### src/rtl/quad_encoder_counter_if.sv
// -----------------------------------------------------------------------------
// quad_encoder_counter_if
// Signal bundle between the raw rotary-encoder pins and the display path.
//   enc_a, enc_b  raw quadrature channels (asynchronous)
//   enc_btn       raw push button, active-high (asynchronous)
//   enc_swt       raw slide switch (asynchronous)
//   disp_val      current position count (5 bits)
//   swt           debounced switch level (display enable)
//   step_cw       one-cycle pulse per clockwise detent
//   step_ccw      one-cycle pulse per counter-clockwise detent
//   seq_err       one-cycle pulse on an illegal A/B transition
// Modports:
//   slave  - used by the counter (pins in, display signals out)
//   master - used by whatever drives the pins and consumes the display signals
// -----------------------------------------------------------------------------
interface quad_encoder_counter_if;
    logic       enc_a;
    logic       enc_b;
    logic       enc_btn;
    logic       enc_swt;
    logic [4:0] disp_val;
    logic       swt;
    logic       step_cw;
    logic       step_ccw;
    logic       seq_err;

    modport slave (
        input  enc_a, enc_b, enc_btn, enc_swt,
        output disp_val, swt, step_cw, step_ccw, seq_err
    );

    modport master (
        output enc_a, enc_b, enc_btn, enc_swt,
        input  disp_val, swt, step_cw, step_ccw, seq_err
    );
endinterface

### src/rtl/quad_encoder_counter.sv
// -----------------------------------------------------------------------------
// quad_encoder_counter
// Input end of the rotary-encoder display path. Synchronises and debounces the
// four raw encoder pins, decodes the quadrature into one step per detent and
// keeps a 0..MAX_VAL position count for the seven-segment driver.
//
// Ports:
//   clk    system clock, all logic on posedge
//   rst_n  asynchronous active-low reset
//   bus    quad_encoder_counter_if.slave
//            in : enc_a, enc_b, enc_btn, enc_swt (raw, asynchronous)
//            out: disp_val, swt, step_cw, step_ccw, seq_err
//
// Parameters:
//   DEBOUNCE_CYCLES  stable synced cycles before a filtered input follows it
//   MAX_VAL          highest count value, must be < 32
//
// Build option:
//   ENC_SATURATE_EN  when defined, the count holds at MAX_VAL (CW) and at 0
//                    (CCW) instead of wrapping; step pulses are unaffected.
// -----------------------------------------------------------------------------
module quad_encoder_counter #(
    parameter int DEBOUNCE_CYCLES = 5000,
    parameter int MAX_VAL         = 19
) (
    input logic                  clk,
    input logic                  rst_n,
    quad_encoder_counter_if.slave bus
);

    localparam int             CNT_W    = (DEBOUNCE_CYCLES > 1) ? $clog2(DEBOUNCE_CYCLES) : 1;
    localparam logic [CNT_W-1:0] CNT_LAST = CNT_W'(DEBOUNCE_CYCLES - 1);
    localparam logic [4:0]     MAX_V    = 5'(MAX_VAL);

    // Channel order: 0=A, 1=B, 2=button, 3=switch. Filtered A/B come out of
    // reset at the detent rest level so the FSM starts consistent with IDLE.
    localparam logic [3:0] FILT_RST = 4'b0011;

    localparam logic [2:0] S_IDLE = 3'd0;
    localparam logic [2:0] S_CW1  = 3'd1;
    localparam logic [2:0] S_CW2  = 3'd2;
    localparam logic [2:0] S_CW3  = 3'd3;
    localparam logic [2:0] S_CCW1 = 3'd4;
    localparam logic [2:0] S_CCW2 = 3'd5;
    localparam logic [2:0] S_CCW3 = 3'd6;
    localparam logic [2:0] S_WAIT = 3'd7;

    logic [3:0] raw;
    logic [3:0] sync_p0;
    logic [3:0] sync_p1;
    logic [3:0] filt;

    assign raw = {bus.enc_swt, bus.enc_btn, bus.enc_b, bus.enc_a};

    // ---- stage p0/p1: two-flop synchroniser on every raw pin
    always_ff @(posedge clk or negedge rst_n) begin
        if (!rst_n) begin
            sync_p0 <= '0;
            sync_p1 <= '0;
        end else begin
            sync_p0 <= raw;
            sync_p1 <= sync_p0;
        end
    end

    // ---- debounce: filtered value follows the synced value only after it has
    // differed for DEBOUNCE_CYCLES consecutive cycles
    for (genvar i = 0; i < 4; i++) begin : g_db
        logic [CNT_W-1:0] cnt_q;
        logic             filt_q;

        always_ff @(posedge clk or negedge rst_n) begin
            if (!rst_n) begin
                cnt_q  <= '0;
                filt_q <= FILT_RST[i];
            end else if (sync_p1[i] == filt_q) begin
                cnt_q <= '0;
            end else if (cnt_q == CNT_LAST) begin
                cnt_q  <= '0;
                filt_q <= sync_p1[i];
            end else begin
                cnt_q <= cnt_q + CNT_W'(1);
            end
        end

        assign filt[i] = filt_q;
    end

    function automatic logic [4:0] cw_next(input logic [4:0] v);
`ifdef ENC_SATURATE_EN
        return (v == MAX_V) ? MAX_V : v + 5'd1;
`else
        return (v == MAX_V) ? 5'd0 : v + 5'd1;
`endif
    endfunction

    function automatic logic [4:0] ccw_next(input logic [4:0] v);
`ifdef ENC_SATURATE_EN
        return (v == 5'd0) ? 5'd0 : v - 5'd1;
`else
        return (v == 5'd0) ? MAX_V : v - 5'd1;
`endif
    endfunction

    logic [1:0] ab;
    logic [2:0] state_q;
    logic [2:0] state_d;
    logic       do_cw;
    logic       do_ccw;
    logic       do_err;

    assign ab = {filt[0], filt[1]};

    // ---- quadrature decode; a level equal to the state's own level holds it
    always_comb begin
        state_d = state_q;
        do_cw   = 1'b0;
        do_ccw  = 1'b0;
        do_err  = 1'b0;
        case (state_q)
            S_IDLE: case (ab)
                2'b01:   state_d = S_CW1;
                2'b10:   state_d = S_CCW1;
                2'b00:   begin state_d = S_WAIT; do_err = 1'b1; end
                default: ;
            endcase
            S_CW1: case (ab)
                2'b00:   state_d = S_CW2;
                2'b11:   state_d = S_IDLE;
                2'b10:   begin state_d = S_WAIT; do_err = 1'b1; end
                default: ;
            endcase
            S_CW2: case (ab)
                2'b10:   state_d = S_CW3;
                2'b01:   state_d = S_CW1;
                2'b11:   begin state_d = S_WAIT; do_err = 1'b1; end
                default: ;
            endcase
            S_CW3: case (ab)
                2'b11:   begin state_d = S_IDLE; do_cw = 1'b1; end
                2'b00:   state_d = S_CW2;
                2'b01:   begin state_d = S_WAIT; do_err = 1'b1; end
                default: ;
            endcase
            S_CCW1: case (ab)
                2'b00:   state_d = S_CCW2;
                2'b11:   state_d = S_IDLE;
                2'b01:   begin state_d = S_WAIT; do_err = 1'b1; end
                default: ;
            endcase
            S_CCW2: case (ab)
                2'b01:   state_d = S_CCW3;
                2'b10:   state_d = S_CCW1;
                2'b11:   begin state_d = S_WAIT; do_err = 1'b1; end
                default: ;
            endcase
            S_CCW3: case (ab)
                2'b11:   begin state_d = S_IDLE; do_ccw = 1'b1; end
                2'b00:   state_d = S_CCW2;
                2'b10:   begin state_d = S_WAIT; do_err = 1'b1; end
                default: ;
            endcase
            default: if (ab == 2'b11) state_d = S_IDLE;
        endcase
    end

    logic       btn_prev;
    logic       btn_rise;
    logic [4:0] val_q;
    logic       step_cw_q;
    logic       step_ccw_q;
    logic       seq_err_q;

    assign btn_rise = filt[2] & ~btn_prev;

    // ---- registered FSM state, count and pulses; a button edge clears the
    // count even when a detent completes on the same edge
    always_ff @(posedge clk or negedge rst_n) begin
        if (!rst_n) begin
            state_q    <= S_IDLE;
            btn_prev   <= 1'b0;
            val_q      <= 5'd0;
            step_cw_q  <= 1'b0;
            step_ccw_q <= 1'b0;
            seq_err_q  <= 1'b0;
        end else begin
            state_q    <= state_d;
            btn_prev   <= filt[2];
            step_cw_q  <= do_cw;
            step_ccw_q <= do_ccw;
            seq_err_q  <= do_err;
            if (btn_rise)
                val_q <= 5'd0;
            else if (do_cw)
                val_q <= cw_next(val_q);
            else if (do_ccw)
                val_q <= ccw_next(val_q);
        end
    end

    assign bus.disp_val = val_q;
    assign bus.swt      = filt[3];
    assign bus.step_cw  = step_cw_q;
    assign bus.step_ccw = step_ccw_q;
    assign bus.seq_err  = seq_err_q;

endmodule
### src/flat_wrapper.sv
// flat-port wrapper written by rule: the top's interface ports become plain ports
module quad_encoder_counter_flat 
#(
    parameter int DEBOUNCE_CYCLES = 5000,
    parameter int MAX_VAL         = 19
)
  (clk, rst_n, bus_enc_a, bus_enc_b, bus_enc_btn, bus_enc_swt, bus_disp_val, bus_swt, bus_step_cw, bus_step_ccw, bus_seq_err);
  quad_encoder_counter_if bus_i ();
  input logic clk;
  input logic rst_n;
  input wire logic [$bits(bus_i.enc_a)-1:0] bus_enc_a;
  input wire logic [$bits(bus_i.enc_b)-1:0] bus_enc_b;
  input wire logic [$bits(bus_i.enc_btn)-1:0] bus_enc_btn;
  input wire logic [$bits(bus_i.enc_swt)-1:0] bus_enc_swt;
  output wire logic [$bits(bus_i.disp_val)-1:0] bus_disp_val;
  output wire logic [$bits(bus_i.swt)-1:0] bus_swt;
  output wire logic [$bits(bus_i.step_cw)-1:0] bus_step_cw;
  output wire logic [$bits(bus_i.step_ccw)-1:0] bus_step_ccw;
  output wire logic [$bits(bus_i.seq_err)-1:0] bus_seq_err;
  assign bus_i.enc_a = bus_enc_a;
  assign bus_i.enc_b = bus_enc_b;
  assign bus_i.enc_btn = bus_enc_btn;
  assign bus_i.enc_swt = bus_enc_swt;
  assign bus_disp_val = bus_i.disp_val;
  assign bus_swt = bus_i.swt;
  assign bus_step_cw = bus_i.step_cw;
  assign bus_step_ccw = bus_i.step_ccw;
  assign bus_seq_err = bus_i.seq_err;
  quad_encoder_counter #(.DEBOUNCE_CYCLES(DEBOUNCE_CYCLES), .MAX_VAL(MAX_VAL)) u_core (.clk(clk), .rst_n(rst_n), .bus(bus_i));
endmodule
### config.mk
export PLATFORM = sky130hd
export DESIGN_NAME = quad_encoder_counter_flat
export DESIGN_NICKNAME = d
export VERILOG_FILES = /design/src/rtl/quad_encoder_counter_if.sv /design/src/rtl/quad_encoder_counter.sv /design/src/flat_wrapper.sv
export SDC_FILE = /design/constraint.sdc
export NUM_CORES = 1
export LEC_CHECK = 0
export CAP_MARGIN = 20
export CORE_ASPECT_RATIO = 0.75
export CORE_MARGIN = 2
export CORE_UTILIZATION = 61
export DETAILED_ROUTE_END_ITERATION = 10
export GPL_TIMING_DRIVEN = 0
export MAX_ROUTING_LAYER = met4
export PLACE_DENSITY_LB_ADDON = 0.12
export SLEW_MARGIN = 10
export SYNTH_ARGS = -nofsm -noshare
export SYNTH_HDL_FRONTEND = slang
export SYNTH_SLANG_ARGS = --single-unit
### constraint.sdc
create_clock -name clk -period 3.1 [get_ports clk]
set_clock_uncertainty 0.15 [all_clocks]
set_input_delay 0.31 -clock clk [delete_from_list [all_inputs] [get_ports clk]]
set_output_delay 0.31 -clock clk [all_outputs]
set_load 0.02 [all_outputs]
==> results of run 1 <==
[routing by layer]
| metal | vias to the layer above | global-route usage | wire length, um |
|---|---|---|---|
| li1 | 1455 | - | - |
| met1 | 1445 | 0.318 | 3710 |
| met2 | 61 | 0.345 | 3310 |
| met3 | 6 | 0.0536 | 292 |
| met4 | 0 | 0.0787 | 57 |
| met5 | - | - | 0 |
[path summary, 6_finish.rpt]
| path | from | endpoint | slack (ns) | cells after the start |
|---|---|---|---|---|
| min in group asynchronous | rst_n | u_core.bus.seq_err | 0.27 | 2 |
| worst min register to register | u_core.sync_p0[1] | u_core.sync_p1[1] | 0.21 | 0 |
| worst min-delay path | u_core.sync_p0[1] | u_core.sync_p1[1] | 0.21 | 0 |
| worst max-delay path | u_core.g_db[1].filt_q | u_core.state_q[1] | 0.62 | 6 |
| worst max register to register | u_core.g_db[1].filt_q | u_core.state_q[1] | 0.62 | 6 |
| max in group asynchronous | rst_n | u_core.g_db[1].filt_q | 1.91 | 3 |
[state kept, by name, indices dropped and copies added (netlist names)]
register,cells
u_core.btn_prev,1
u_core.bus.disp_val,5
u_core.bus.seq_err,1
u_core.bus.step_ccw,1
u_core.bus.step_cw,1
u_core.bus.swt,1
u_core.g_db.cnt_q,52
u_core.g_db.filt_q,3
u_core.state_q,3
u_core.sync_p0,4
u_core.sync_p1,4
[worst reg2reg max path, delay by kind of cell, from the launching register on]
family | cells | cell delay, ns
buffers and inverters | 1 | 0.12
adder cells (fa/ha/maj) | 1 | 0.34
flip-flops | 1 | 0.61
multiplexers | 1 | 0.30
AO/OA/AOI/OAI | 2 | 0.40
AND/OR/NAND/NOR | 1 | 0.47
[cell families (layout without fill, tap and decap cells)]
family                   count (synthesis)  count (layout)  synth area share
AO/OA/AOI/OAI                           42              42            0.0780
XOR/XNOR                                49              49             0.107
adder cells (fa/ha/maj)                 14              14            0.0437
buffers and inverters                   31              63            0.0340
flip-flops                              76              76             0.475
multiplexers                            12              12            0.0340
AND/OR/NAND/NOR                        176             176             0.228
[area by class of cell]
type	count	area (um^2)
multi-input cells	293	1970
flip-flops and latches	76	1900
fillers	467	1850
repair buffers	16	175
clock buffers	12	155
well taps	81	101
plain buffers	16	80.1
inverters	15	56.3
clock inverters	4	32.5
[cells in the final DEF (no fill, tap or decap), types with 3 or more instances in the layout]
cell type,synthesis,final
or3_1,5,5
buf_2,4,4
and2_1,4,4
xor2_1,17,17
o21ai_0,7,7
nor4_1,10,10
mux2i_1,5,5
xnor2_1,32,32
nand2_1,21,21
and3_1,7,7
nor2_1,59,59
dfrtp_1,74,74
o211ai_1,7,7
nor3b_1,3,3
nor2b_1,5,5
nand3_1,17,17
clkbuf_8,0,11
clkdlybuf4s50_1,0,13
inv_1,14,14
clkbuf_1,9,10
nand4_1,14,14
ha_1,14,14
nor3_1,13,13
or4b_1,3,3
mux2_2,5,5
a31oi_1,5,5
a21oi_1,7,7
[power breakdown]
part | total, mW | internal (mW) | leakage, nW | switching [mW]
sequential | 1.02 | 1.01 | 1.01 | 0.0159
combinational | 0.0713 | 0.0275 | 0.790 | 0.0438
clock | 0.705 | 0.339 | 0.0892 | 0.366
[stage by stage]
stage / worst slack (ns) / utilization / hold WS, ns / power (mW) / cells
CTS: 0.625 / 0.708 / 0.213 / 1.83 / 513
floorplan: 0.780 / - / -0.136 / 1.07 / 400
global route: 0.522 / 0.708 / 0.223 / 1.88 / 513
detailed placement: 0.631 / 0.677 / 0.104 / 1.12 / 496
finish: 0.622 / 0.708 / 0.209 / 1.80 / 513
global placement: -1.02 / 0.673 / 0.184 / 1.11 / 495
[repair_timing]
action                    CTS  global route
hold endpoints to repair   26             0
hold buffers                1             0
setup buffers               0             0
==> metrics.txt, run 1 <==
ratio of total power to cell area 402 mW/mm^2; Crit path largest cell delay 0.61 ns; design area 0.00447 mm^2; Pleak 1.89 nW; number of CTS-inserted buffers 9; IO Pins 15; post-cts resize count 0; H-Tree Depth 3; Post-synth EDFFs 0; Data arrival, critical path 2.56 ns; Final Slew Violations 0; Avg Cell Area, Syn 10.0 um^2; via count 2,967; Slew headroom 0.668; CTS tree yes; top-count cell post-synth dfrtp_1; drt pass-1 iters 4; Worst-Skew Late Latency 0.34 ns; Bufs and invs on worst path 1; Layout area overhead 11.6%; YS warnings 0; RePlAce Congestion 0.864; routed len/inst 14.4 um; Area after DPL 0.00428 mm^2; share of cells above drive strength 1 0.0903; crit path time final 2.48 ns; unrepaired setup endpoints after global routing no; WP data required 3.19 ns; Setup violations, final 0; HP Class flop to flop; total track usage 0.232; top cell type by total area after synthesis dfrtp_1; synthesized area 0.00401 mm^2; CP endpoint kind flop; Post-synth ARST share 1.00; unique cell type count in the Yosys netlist 55; clock tree buffer depth 2; Final nets 447; Routed Antenna Nets 0; clock root cell clkbuf_8; CTS sink cnt 76; Max VDD drop 0.312 mV; critical path's slowest cell dfstp_2; Seq/Total Area, Yosys 0.475; Synth top area share 0.462; cell family with most CP delay flip-flops; initial core utilization 0.634; die area 0.00724 mm^2; chip height 74.2 um; Residual DRC 0; Synth top cells by count dfrtp_1, nor2_1, xnor2_1; first-pass GRT wire length 13,000 um; largest net degree at the start of global routing 51; Final Hold Violating Endpoints 0; CP Max Fanout 7; Via density 5.78; #FFs+latches synth 76; setup_tns 0 ns; vias in the first global route 2,786; critical-path cell list inv_1, ha_1, or4b_1, a31oi_1, a2111oi_4, mux2_2; Die Wd 97.6 um; Routed WL 7370 um; GRT Residual Overflow 0; Synth Instances 400; Final Cycle Share 0.799; leading post-synthesis cells by cell area dfrtp_1, xnor2_1, nor2_1; critical path class flop to flop; outcome complete, no violations; fmax 404 MHz; initial antenna violation count 0; slew at the pin closest to its max-slew limit 0.498 ns; drt initial violations 128; dominant synthesized flop cell dfrtp_1; DP Wirelength 5090 um; # rows 25; startpoint types flop; core box area 0.00632 mm^2; IO Port Bufs 14; Net Count, Synth 420; diode count 0; clock slew at reported path FFs 0.08 ns; max_cap viols 0
Note: power is estimated with default switching activity, not from simulation.
==> run 2, diff against run 1 <==
--- a/config.mk
+++ b/config.mk
@@ -8,7 +8,7 @@
 export CAP_MARGIN = 20
 export CORE_ASPECT_RATIO = 0.75
 export CORE_MARGIN = 2
-export CORE_UTILIZATION = 61
+export CORE_UTILIZATION = 55
 export DETAILED_ROUTE_END_ITERATION = 10
 export GPL_TIMING_DRIVEN = 0
 export MAX_ROUTING_LAYER = met4
==> constraint.sdc (replaced) <==
create_clock -name clk -period 2.2 [get_ports clk]
set_clock_uncertainty 0.15 [all_clocks]
set_input_delay 0.22 -clock clk [delete_from_list [all_inputs] [get_ports clk]]
set_output_delay 0.22 -clock clk [all_outputs]
set_load 0.02 [all_outputs]
==> run 2 against run 1 <==
The run now ends with setup timing left. Sequential share of layout area shrank 1.8 points. Flip-flop and latch count did not move. Critical path depth stayed put. Total power increased by 44%. Global-route usage fell by 1.2 points. Register-to-register slack worse by 0.65 ns. Clock-buffer cell count increased by 1. Non-clock buffer count is 13 higher. Routed wire length increased by 3.4%. Largest power group unchanged.
==> metrics.txt, run 2 (synthesis gave the netlist of run 1 again) <==
met3 Usage GRT 0.0468; Data arrival, critical path 2.30 ns; via count 2,999; part of the power in registers 0.557; Final Hold Violating Endpoints 0; failing checks setup timing; number of CTS-inserted buffers 9; Residual DRC 0; Worst-Skew Late Latency 0.35 ns; DP Wirelength 5140 um; chip height 77.9 um; WP data required 2.27 ns; CP Max Fanout 4; critical path's slowest cell dfstp_2; Final Slew Violations 0; routed len/inst 14.0 um; setup_tns -0.0371 ns; CP endpoint kind flop; crit path time final 2.22 ns; Net Sw Frac 0.222; initial antenna violation count 0; Final nets 460; Biggest register u_core.g_db.cnt_q; max_cap viols 0; first-pass GRT wire length 13,400 um; met1 Track Usage GR 0.318; ratio of total power to cell area 555 mW/mm^2; IO Pins 15; Area after DPL 0.00430 mm^2; Routed Antenna Nets 0; drt pass-1 iters 4; gr busiest metal met1; Slew headroom 0.676; met2 GRT Util 0.313; Routed WL 7620 um; design internal power 2.02 mW; RePlAce Congestion 0.837; outcome complete, but fails checks; clock tree buffer depth 2; Worst Hold Slack 0.162 ns; CTS sink cnt 76; share of cells above drive strength 1 0.139; GRT Residual Overflow 0; Setup WS post-layout -0.0233 ns; Final Cycle Share 1.01; Clk network pwr share 0.405; total track usage 0.219; Crit path largest cell delay 0.58 ns; HP Class input port to flop; Via density 5.52; IO Port Bufs 14; die area 0.00799 mm^2; most frequent cells in the layout dfrtp_1, nor2_1, xnor2_1, nand2_1; critical path class flop to flop; core box area 0.00693 mm^2; commonest non-fill, non-tap cell in the layout dfrtp_1; # placed instances 513; unrepaired setup endpoints after global routing yes; CTS tree yes; Die Wd 103 um; fmax 450 MHz; Sw Pwr 0.576 mW; largest net degree at the start of global routing 45; utilization after layout 0.674; Setup violations, final 2; # rows 26; reg-to-reg startpoint u_core.g_db[1].filt_q; Layout area overhead 16.6%; clock root cell clkbuf_8; initial core utilization 0.579; HP Start bus_enc_swt; logic gate share of total power 0.038; CP startpoint u_core.g_db[1].filt_q; design area 0.00467 mm^2; pre-CTS WS -0.185 ns; Layout Cells excl Fill 543; Tot Pwr 2.60 mW; max reg flops 52; H-Tree Depth 3; drt initial violations 173; slew at the pin closest to its max-slew limit 0.486 ns; critical-path cell list inv_4, ha_4, or4b_4, a31oi_4, a2111oi_4, mux2_4; diode count 0; vias in the first global route 2,809; clock slew at reported path FFs 0.07 ns; Pleak 1.98 nW; Max VDD drop 0.373 mV; startpoint types flop
run 2: changes by cell type in the layout (fill, tap and decap cells not counted), sizes merged:
cell,change
clkbuf,-1
clkinvlp,-2
buf,+15
bufinv,+1
run 2: routing by layer:
layer	vias to the layer above	part of all wire	routed length, um
li1	1484	-	-
met2	69	0.45	3400
met5	-	0	0
met4	0	0.0064	49
met3	6	0.040	303
met1	1440	0.51	3870
run 2: area by class of cell:
class                           instances  area, um^2
Multi-Input combinational cell        293        2030
Fill cell                             534        2260
Buffer                                 14        78.8
Sequential cell                        76        1900
Clock inverter                          3        47.5
Tap cell                               98         123
Timing Repair Buffer                   31         280
Clock buffer                           13         149
Inverter                               15        63.8
run 2: final timing paths:
check | to | slack (ns) | cells after the start
setup / recovery | u_core.state_q[1] | -0.02 | 6
hold / removal | u_core.sync_p0[3] | 0.16 | 1
setup reg to reg | u_core.state_q[1] | -0.02 | 6
hold reg to reg | u_core.sync_p1[1] | 0.20 | 0
max in group asynchronous | u_core.g_db[1].filt_q | 1.06 | 3
min in group asynchronous | u_core.bus.disp_val[0] | 0.20 | 2
run 2: what timing repair did:
item                                    4_1_cts  5_1_grt
hold endpoints to repair                     32        0
hold buffers                                  1        0
pin swaps                                     3        2
resized for setup                            12        4
endpoints found under the setup margin        6       25
setup buffers                                 9        6
run 2: power by group through the flow:
| stage | sequential, mW | combinational [mW] | clock [mW] |
|---|---|---|---|
| finish | 1.45 | 0.0976 | 1.05 |
| global route | 1.45 | 0.115 | 1.16 |
| CTS | 1.44 | 0.103 | 1.08 |
| detailed placement | 1.47 | 0.100 | 0 |
| global placement | 1.47 | 0.0940 | 0 |
| floorplan | 1.47 | 0.0473 | 0 |
run 2: critical path, delay by kind of cell, from the launching register on:
kind / cells / cell delay [ns]
DFF: 1 / 0.58
adders and majority gates: 1 / 0.24
muxes: 1 / 0.33
AOI/OAI and AO/OA: 2 / 0.26
and+or+nand+nor: 1 / 0.49
buffers and inverters: 1 / 0.07
